==> config.mk <==
export PLATFORM = sky130hd
export DESIGN_NAME = matrix_operand_loader_flat
export DESIGN_NICKNAME = d
export VERILOG_FILES = /design/src/rtl/matrix_operand_loader_if.sv /design/src/rtl/matrix_operand_loader.sv /design/src/flat_wrapper.sv
export SDC_FILE = /design/constraint.sdc
export NUM_CORES = 2
export LEC_CHECK = 0
export ABC_AREA = 1
export CAP_MARGIN = 20
export CORE_AREA = 2 2 411 413
export CTS_BUF_LIST = sky130_fd_sc_hd__clkbuf_4
export DETAILED_ROUTE_END_ITERATION = 7
export DIE_AREA = 0 0 413 415
export GPL_ROUTABILITY_DRIVEN = 0
export GPL_TIMING_DRIVEN = 0
export PLACE_DENSITY = 0.54
export SLEW_MARGIN = 20
export SYNTH_ARGS = -nofsm -noshare
export SYNTH_HDL_FRONTEND = slang
export SYNTH_SLANG_ARGS = --single-unit
==> constraint.sdc <==
create_clock -name clk -period 57.1 [get_ports clk]
set_input_delay 5.71 -clock clk [delete_from_list [all_inputs] [get_ports clk]]
set_output_delay 5.71 -clock clk [all_outputs]
set_load 0.05 [all_outputs]
==> src/rtl/matrix_operand_loader_if.sv <==
// Stream-in / operands-out bundle for matrix_operand_loader.
// The source and consumer sit on the master side; the loader is the slave.
interface matrix_operand_loader_if #(
  parameter int N_ROWS     = 4,
  parameter int N_COLS     = 4,
  parameter int M_COLS     = 4,
  parameter int DATA_WIDTH = 32
);
  // Handshake: an element moves on a rising clk edge where in_valid && in_ready.
  // in_ready depends only on loader state, never on in_valid. The operands are
  // held while mats_valid is high, and the consumer releases them by raising
  // mats_ready for one edge.
  logic [DATA_WIDTH-1:0] in_data;
  logic                  in_valid;
  logic                  in_ready;
  logic                  in_last;
  logic [DATA_WIDTH-1:0] memA [N_ROWS][N_COLS];
  logic [DATA_WIDTH-1:0] memB [N_COLS][M_COLS];
  logic                  mats_valid;
  logic                  mats_ready;
  logic                  frame_err;
  logic [1:0]            state_dbg;

  modport master (
    output in_data, in_valid, in_last, mats_ready,
    input  in_ready, memA, memB, mats_valid, frame_err, state_dbg
  );

  modport slave (
    input  in_data, in_valid, in_last, mats_ready,
    output in_ready, memA, memB, mats_valid, frame_err, state_dbg
  );
endinterface

==> src/rtl/matrix_operand_loader.sv <==
// Collects matrix A, then matrix B, from a word-wide stream into registered arrays,
// and holds them for the multiplier until the consumer acknowledges them.
module matrix_operand_loader #(
  parameter int N_ROWS     = 4,
  parameter int N_COLS     = 4,
  parameter int M_COLS     = 4,
  parameter int DATA_WIDTH = 32
) (
  input  logic clk,
  input  logic rst,
  matrix_operand_loader_if.slave bus
);

  localparam int MAX_RC  = (N_ROWS > N_COLS) ? N_ROWS : N_COLS;
  localparam int MAX_DIM = (MAX_RC > M_COLS) ? MAX_RC : M_COLS;
  localparam int IDX_W   = (MAX_DIM > 1) ? $clog2(MAX_DIM) : 1;

  typedef enum logic [1:0] {
    LOAD_A = 2'd0,
    LOAD_B = 2'd1,
    FULL   = 2'd2
  } state_t;

  state_t                state;
  logic [IDX_W-1:0]      row;
  logic [IDX_W-1:0]      col;
  logic [DATA_WIDTH-1:0] mem_a [N_ROWS][N_COLS];
  logic [DATA_WIDTH-1:0] mem_b [N_COLS][M_COLS];
  logic                  mats_valid_q;
  logic                  frame_err_q;

  logic xfer;
  logic col_end_a;
  logic col_end_b;
  logic last_a;
  logic last_b;

  // Held low during reset so nothing is accepted while arrays are being cleared.
  assign bus.in_ready = !rst && (state != FULL);
  assign xfer         = bus.in_valid && bus.in_ready;

  assign col_end_a = (col == IDX_W'(N_COLS - 1));
  assign col_end_b = (col == IDX_W'(M_COLS - 1));
  assign last_a    = col_end_a && (row == IDX_W'(N_ROWS - 1));
  assign last_b    = col_end_b && (row == IDX_W'(N_COLS - 1));

  always_ff @(posedge clk or posedge rst) begin
    if (rst) begin
      state        <= LOAD_A;
      row          <= '0;
      col          <= '0;
      mem_a        <= '{default: '0};
      mem_b        <= '{default: '0};
      mats_valid_q <= 1'b0;
      frame_err_q  <= 1'b0;
    end else begin
      frame_err_q <= 1'b0;
      case (state)
        LOAD_A: begin
          if (xfer) begin
            mem_a[row][col] <= bus.in_data;
            if (bus.in_last) begin
              // Premature end of frame: keep the element, restart the frame.
              frame_err_q <= 1'b1;
              row         <= '0;
              col         <= '0;
            end else if (last_a) begin
              row   <= '0;
              col   <= '0;
              state <= LOAD_B;
            end else if (col_end_a) begin
              col <= '0;
              row <= row + IDX_W'(1);
            end else begin
              col <= col + IDX_W'(1);
            end
          end
        end

        LOAD_B: begin
          if (xfer) begin
            mem_b[row][col] <= bus.in_data;
            if (last_b) begin
              // A missing in_last is reported, but the frame is still delivered.
              frame_err_q  <= !bus.in_last;
              row          <= '0;
              col          <= '0;
              mats_valid_q <= 1'b1;
              state        <= FULL;
            end else if (bus.in_last) begin
              frame_err_q <= 1'b1;
              row         <= '0;
              col         <= '0;
              state       <= LOAD_A;
            end else if (col_end_b) begin
              col <= '0;
              row <= row + IDX_W'(1);
            end else begin
              col <= col + IDX_W'(1);
            end
          end
        end

        FULL: begin
          if (bus.mats_ready) begin
            mats_valid_q <= 1'b0;
            row          <= '0;
            col          <= '0;
            state        <= LOAD_A;
          end
        end

        default: begin
          state        <= LOAD_A;
          row          <= '0;
          col          <= '0;
          mats_valid_q <= 1'b0;
        end
      endcase
    end
  end

  assign bus.memA       = mem_a;
  assign bus.memB       = mem_b;
  assign bus.mats_valid = mats_valid_q;
  assign bus.frame_err  = frame_err_q;
  assign bus.state_dbg  = state;

endmodule

==> src/flat_wrapper.sv <==
// flat-port wrapper written by rule: the top's interface ports become plain ports
module matrix_operand_loader_flat 
#(
  parameter int N_ROWS     = 4,
  parameter int N_COLS     = 4,
  parameter int M_COLS     = 4,
  parameter int DATA_WIDTH = 32
)
  (clk, rst, bus_in_data, bus_in_valid, bus_in_last, bus_mats_ready, bus_in_ready, bus_memA, bus_memB, bus_mats_valid, bus_frame_err, bus_state_dbg);
  matrix_operand_loader_if #(.N_ROWS(N_ROWS), .N_COLS(N_COLS), .M_COLS(M_COLS), .DATA_WIDTH(DATA_WIDTH)) bus_i ();
  input  logic clk;
  input  logic rst;
  input wire logic [$bits(bus_i.in_data)-1:0] bus_in_data;
  input wire logic [$bits(bus_i.in_valid)-1:0] bus_in_valid;
  input wire logic [$bits(bus_i.in_last)-1:0] bus_in_last;
  input wire logic [$bits(bus_i.mats_ready)-1:0] bus_mats_ready;
  output wire logic [$bits(bus_i.in_ready)-1:0] bus_in_ready;
  output wire logic [$bits(bus_i.memA)-1:0] bus_memA;
  output wire logic [$bits(bus_i.memB)-1:0] bus_memB;
  output wire logic [$bits(bus_i.mats_valid)-1:0] bus_mats_valid;
  output wire logic [$bits(bus_i.frame_err)-1:0] bus_frame_err;
  output wire logic [$bits(bus_i.state_dbg)-1:0] bus_state_dbg;
  assign bus_i.in_data = bus_in_data;
  assign bus_i.in_valid = bus_in_valid;
  assign bus_i.in_last = bus_in_last;
  assign bus_i.mats_ready = bus_mats_ready;
  assign bus_in_ready = bus_i.in_ready;
  assign bus_memA = {>>{bus_i.memA}};
  assign bus_memB = {>>{bus_i.memB}};
  assign bus_mats_valid = bus_i.mats_valid;
  assign bus_frame_err = bus_i.frame_err;
  assign bus_state_dbg = bus_i.state_dbg;
  matrix_operand_loader #(.N_ROWS(N_ROWS), .N_COLS(N_COLS), .M_COLS(M_COLS), .DATA_WIDTH(DATA_WIDTH)) u_core (.clk(clk), .rst(rst), .bus(bus_i));
endmodule
==> results.tsv <==
stage	metric	value	unit
critical_path	crit_family	buffers and inverters	
global_routing	grt_max_degree	102	
critical_path	worstPathArrival	7.58	ns
global_routing	grt.overflow.total	0	
yosys	synth_common_cells	sky130_fd_sc_hd__nand2_1, sky130_fd_sc_hd__dfrtp_1, sky130_fd_sc_hd__o21ai_0, sky130_fd_sc_hd__clkbuf_1, sky130_fd_sc_hd__buf_2	
clocking	numClockSinks	1032	
drt	drt_first_pass_iters	5	
yosys	synth_top_area_cell	sky130_fd_sc_hd__dfrtp_1	
sta	hold_viol_final	0	
placed_design	dp_hpwl	179.6	mm
clocking	cts.htree.levels	5	
floorplan	fp.dieW	413	um
critical_path	critical_path.n_buffers_inverters	2	
yosys	ys_ff_latch	1032	
clocking	postCtsSetupRepairBufs	0	
final_layout	area_growth_syn_to_layout	43.75	%
power	vdd_drop_max	0.00003243	V
yosys	synth_flop_cell	sky130_fd_sc_hd__dfrtp_1	
floorplan	io_pins	1066	
critical_path	startpoint_type	input pin	
floorplan	rows	150	
sta	worstMarginPinSlew	1.218	ns
yosys	post_synthesis_net_count	4675	
global_routing	first_pass_grt_wire_length	326.0	mm
critical_path	crit_chain	clkdlybuf4s50_1 -> a21oi_2 -> clkdlybuf4s50_1	
drt	drc	0	
sta	fin_skew	0.08433	ns
min_path	hp-start	u_core.bus.memB[31]$_DFFE_PP0P_	
floorplan	starting_density_of_the_core	24.52	%
sta	timing.final.crit_period	13.29	ns
critical_path	critical_path.slowest_cell	sky130_fd_sc_hd__clkdlybuf4s50_1	
yosys	netlist.area_leader.share	63.21	%
drt	wl_per_cell	28.54	um
power	power.density	46.46	mW/mm2
power	combinationalPowerShare	38.7	%
critical_path	timing.rr.start	u_core.bus.state_dbg[1]$_DFFE_PP0P_	
drt	vias_per_cell	4.840	
clocking	clk_transition_reported_paths	0.06	ns
job	cap_violations	0	
sta	timing.setup.tns	0	ns
clocking	tritoncts_clock_tree	done	
yosys	synthesis.area	0.04086	mm2
critical_path	reg2reg_slack	53.58	ns
yosys	synth_edf_count	0	
power	cellLeakagePower	0.02979	uW
yosys	most_frequent_cell_after_synthesis	sky130_fd_sc_hd__nand2_1	
yosys	synthesis.area_per_instance	8.825	um2
clocking	worstSkewPairLatency	1.42	ns
critical_path	cp_common_cell	sky130_fd_sc_hd__clkdlybuf4s50_1	
sta	clock.fmax	75.27	MHz
critical_path	worst_path_required_time	51.39	ns
power	netSwitchingFraction	44.54	%
sta	report.final.slew_viol_count	0	
global_routing	track_usage	27.46	%
sta	report.final.setup_viol	0	
final_layout	final_nets	6085	
floorplan	chipHeight	415	um
sta	max_slew_margin	18.78	%
critical_path	delay_of_the_slowest_cell_on_the_worst_path	1.07	ns
clocking	post_cts_hold_fix_bufs	0	
min_path	min_path_type	flop to flop	
power	power_frac_seq	34.6	%
drt	detailedRoute.firstIterationViolations	4206	
sta	timing.final.crit_share	23.27	%
final_layout	post_route_cells_drive_above_1_share	10.97	%
global_routing	grt_antenna_before_repair	17	
critical_path	setup.worst_path.start	rst	
drt	vias	40880	
critical_path	worst_setup_path_type	input pin to output port	
yosys	seq_area_frac_synth	63.21	%
power	internal_power	1513	uW
clocking	cts_inserted_buffers	319	
clocking	postCtsResizedCells	0	
sta	rsz0062_at_grt	no	
power	clockPowerShare	26.7	%
critical_path	crit_fanout	2	
clocking	max-clock-path-buffers	4	
floorplan	core	0.1667	mm2
global_routing	via_count_of_the_first_global_routing_pass	39550	
yosys	synth-async-reset-ratio	100.0	%
floorplan	dieArea	0.1714	mm2
drt	antenna_left	0	
drt	wl	241.1	mm
yosys	synth_cells	4630	
yosys	number_of_unique_standard_cell_types_used_by_synthesis	22	
yosys	cell_types_occupying_the_most_area_after_synthesis	sky130_fd_sc_hd__dfrtp_1, sky130_fd_sc_hd__nand2_1, sky130_fd_sc_hd__o21ai_0	
outcome	status	finished clean	
power	power_switching	1215	uW
placed_design	portBuffers	1065	
critical_path	critPathCaptureType	output port	
sta	fin_hold_ws	0.4708	ns
clocking	cts_root_buffer	sky130_fd_sc_hd__clkbuf_4	
yosys	yosys_warnings	0	
routing by layer:
| metal | vias up | GRT usage, % | routed length (um) |
|---|---|---|---|
| met3 | 482 | 9.708 | 24490 |
| met5 | - | 0 | 69 |
| met2 | 2155 | 43.73 | 112500 |
| met1 | 20480 | 32.82 | 91770 |
| li1 | 17750 | - | - |
| met4 | 10 | 13.29 | 12200 |
tightest hold or removal path: stages, from the launching register on:
cell and delay (ns):
sky130_fd_sc_hd__dfrtp_1 0.34, sky130_fd_sc_hd__nand2_1 0.05, sky130_fd_sc_hd__nand2_1 0.05
flip-flops by register name, indices dropped and copies added (netlist names):
register	flops
u_core.bus.state_dbg	2
u_core.row	2
u_core.bus.memA	512
u_core.col	2
u_core.bus.mats_valid	1
u_core.bus.memB	512
u_core.bus.frame_err	1
stage by stage:
| step | total power, uW | instances | worst slack, ns | util [%] | cell area (um2) |
|---|---|---|---|---|---|
| 2_1_floorplan | 1538 | 4630 | 22.29 | - | 40860 |
| 3_3_place_gp | 1998 | 7899 | 3.726 | 32.57 | 54280 |
| 3_5_place_dp | 2005 | 7922 | 43.83 | 32.97 | 54950 |
| 4_1_cts | 2736 | 8431 | 43.83 | 35.21 | 58680 |
| 5_1_grt | 2826 | 8441 | 43.78 | 35.23 | 58720 |
| 6_report | 2728 | 8446 | 43.81 | 35.24 | 58730 |
power groups by stage:
stage | Clock (uW) | Sequential (uW) | Combinational (uW)
after floorplan | 0 | 1400 | 138
after global placement | 0 | 954 | 1040
after detailed placement | 0 | 951 | 1050
after CTS | 738 | 941 | 1060
after global routing | 780 | 956 | 1090
final | 727 | 944 | 1060
logic make-up after synthesis:
family | share of synthesized area (%)
adder cells (fa/ha/maj) | 0.2450
AND/OR/NAND/NOR | 20.02
flip-flops | 63.21
buffers and inverters | 4.238
XOR/XNOR | 0.02144
AO/OA/AOI/OAI | 12.27
cell type report:
type                       count  area, um2
clock inverter                48      272.8
timing repair buffer        1089      11260
inverter                      13      56.30
sequential                  1032      25820
clock buffer                 461       3461
antenna                       14      35.03
multi-input combinational   3169      13300
tap                         2204       2758
fill                       17420     107900
buffer                       416       1767
path summary, 6_finish.rpt:
path / cells past startpoint / endpoint
min reg2reg: 2 / u_core.bus.memB[31]$_DFFE_PP0P_
max in group asynchronous: 8 / u_core.bus.memA[493]$_DFFE_PP0P_
max: 3 / bus_in_ready
max reg2reg: 7 / u_core.bus.memB[67]$_DFFE_PP0P_
min: 2 / u_core.bus.memB[31]$_DFFE_PP0P_
min in group asynchronous: 2 / u_core.bus.memA[162]$_DFFE_PP0P_
layout by cell type, fill, tap and decap left out:
master	count
sky130_fd_sc_hd__clkinv_1	36
sky130_fd_sc_hd__nand3_2	1
sky130_fd_sc_hd__o211ai_1	2
sky130_fd_sc_hd__nor2_2	17
sky130_fd_sc_hd__inv_2	6
sky130_fd_sc_hd__buf_6	3
sky130_fd_sc_hd__nand4_2	1
sky130_fd_sc_hd__o21ai_0	917
sky130_fd_sc_hd__clkbuf_1	248
sky130_fd_sc_hd__bufinv_16	3
sky130_fd_sc_hd__inv_1	9
sky130_fd_sc_hd__inv_8	1
sky130_fd_sc_hd__nand2_1	2111
sky130_fd_sc_hd__buf_2	94
sky130_fd_sc_hd__clkinv_4	1
sky130_fd_sc_hd__ha_1	8
sky130_fd_sc_hd__clkbuf_4	461
sky130_fd_sc_hd__nor3_1	1
sky130_fd_sc_hd__clkinvlp_4	1
sky130_fd_sc_hd__nand4_1	2
sky130_fd_sc_hd__o21ai_1	80
sky130_fd_sc_hd__nand3_1	6
sky130_fd_sc_hd__clkinv_2	4
sky130_fd_sc_hd__a21oi_2	1
sky130_fd_sc_hd__diode_2	14
sky130_fd_sc_hd__buf_16	19
sky130_fd_sc_hd__buf_12	2
sky130_fd_sc_hd__clkbuf_2	67
sky130_fd_sc_hd__buf_4	1
sky130_fd_sc_hd__clkdlybuf4s50_1	1065
sky130_fd_sc_hd__dfrtp_1	1032
sky130_fd_sc_hd__nor2_1	21
sky130_fd_sc_hd__buf_1	6
sky130_fd_sc_hd__xor2_1	1
Note: power is estimated with default switching activity, not from simulation.
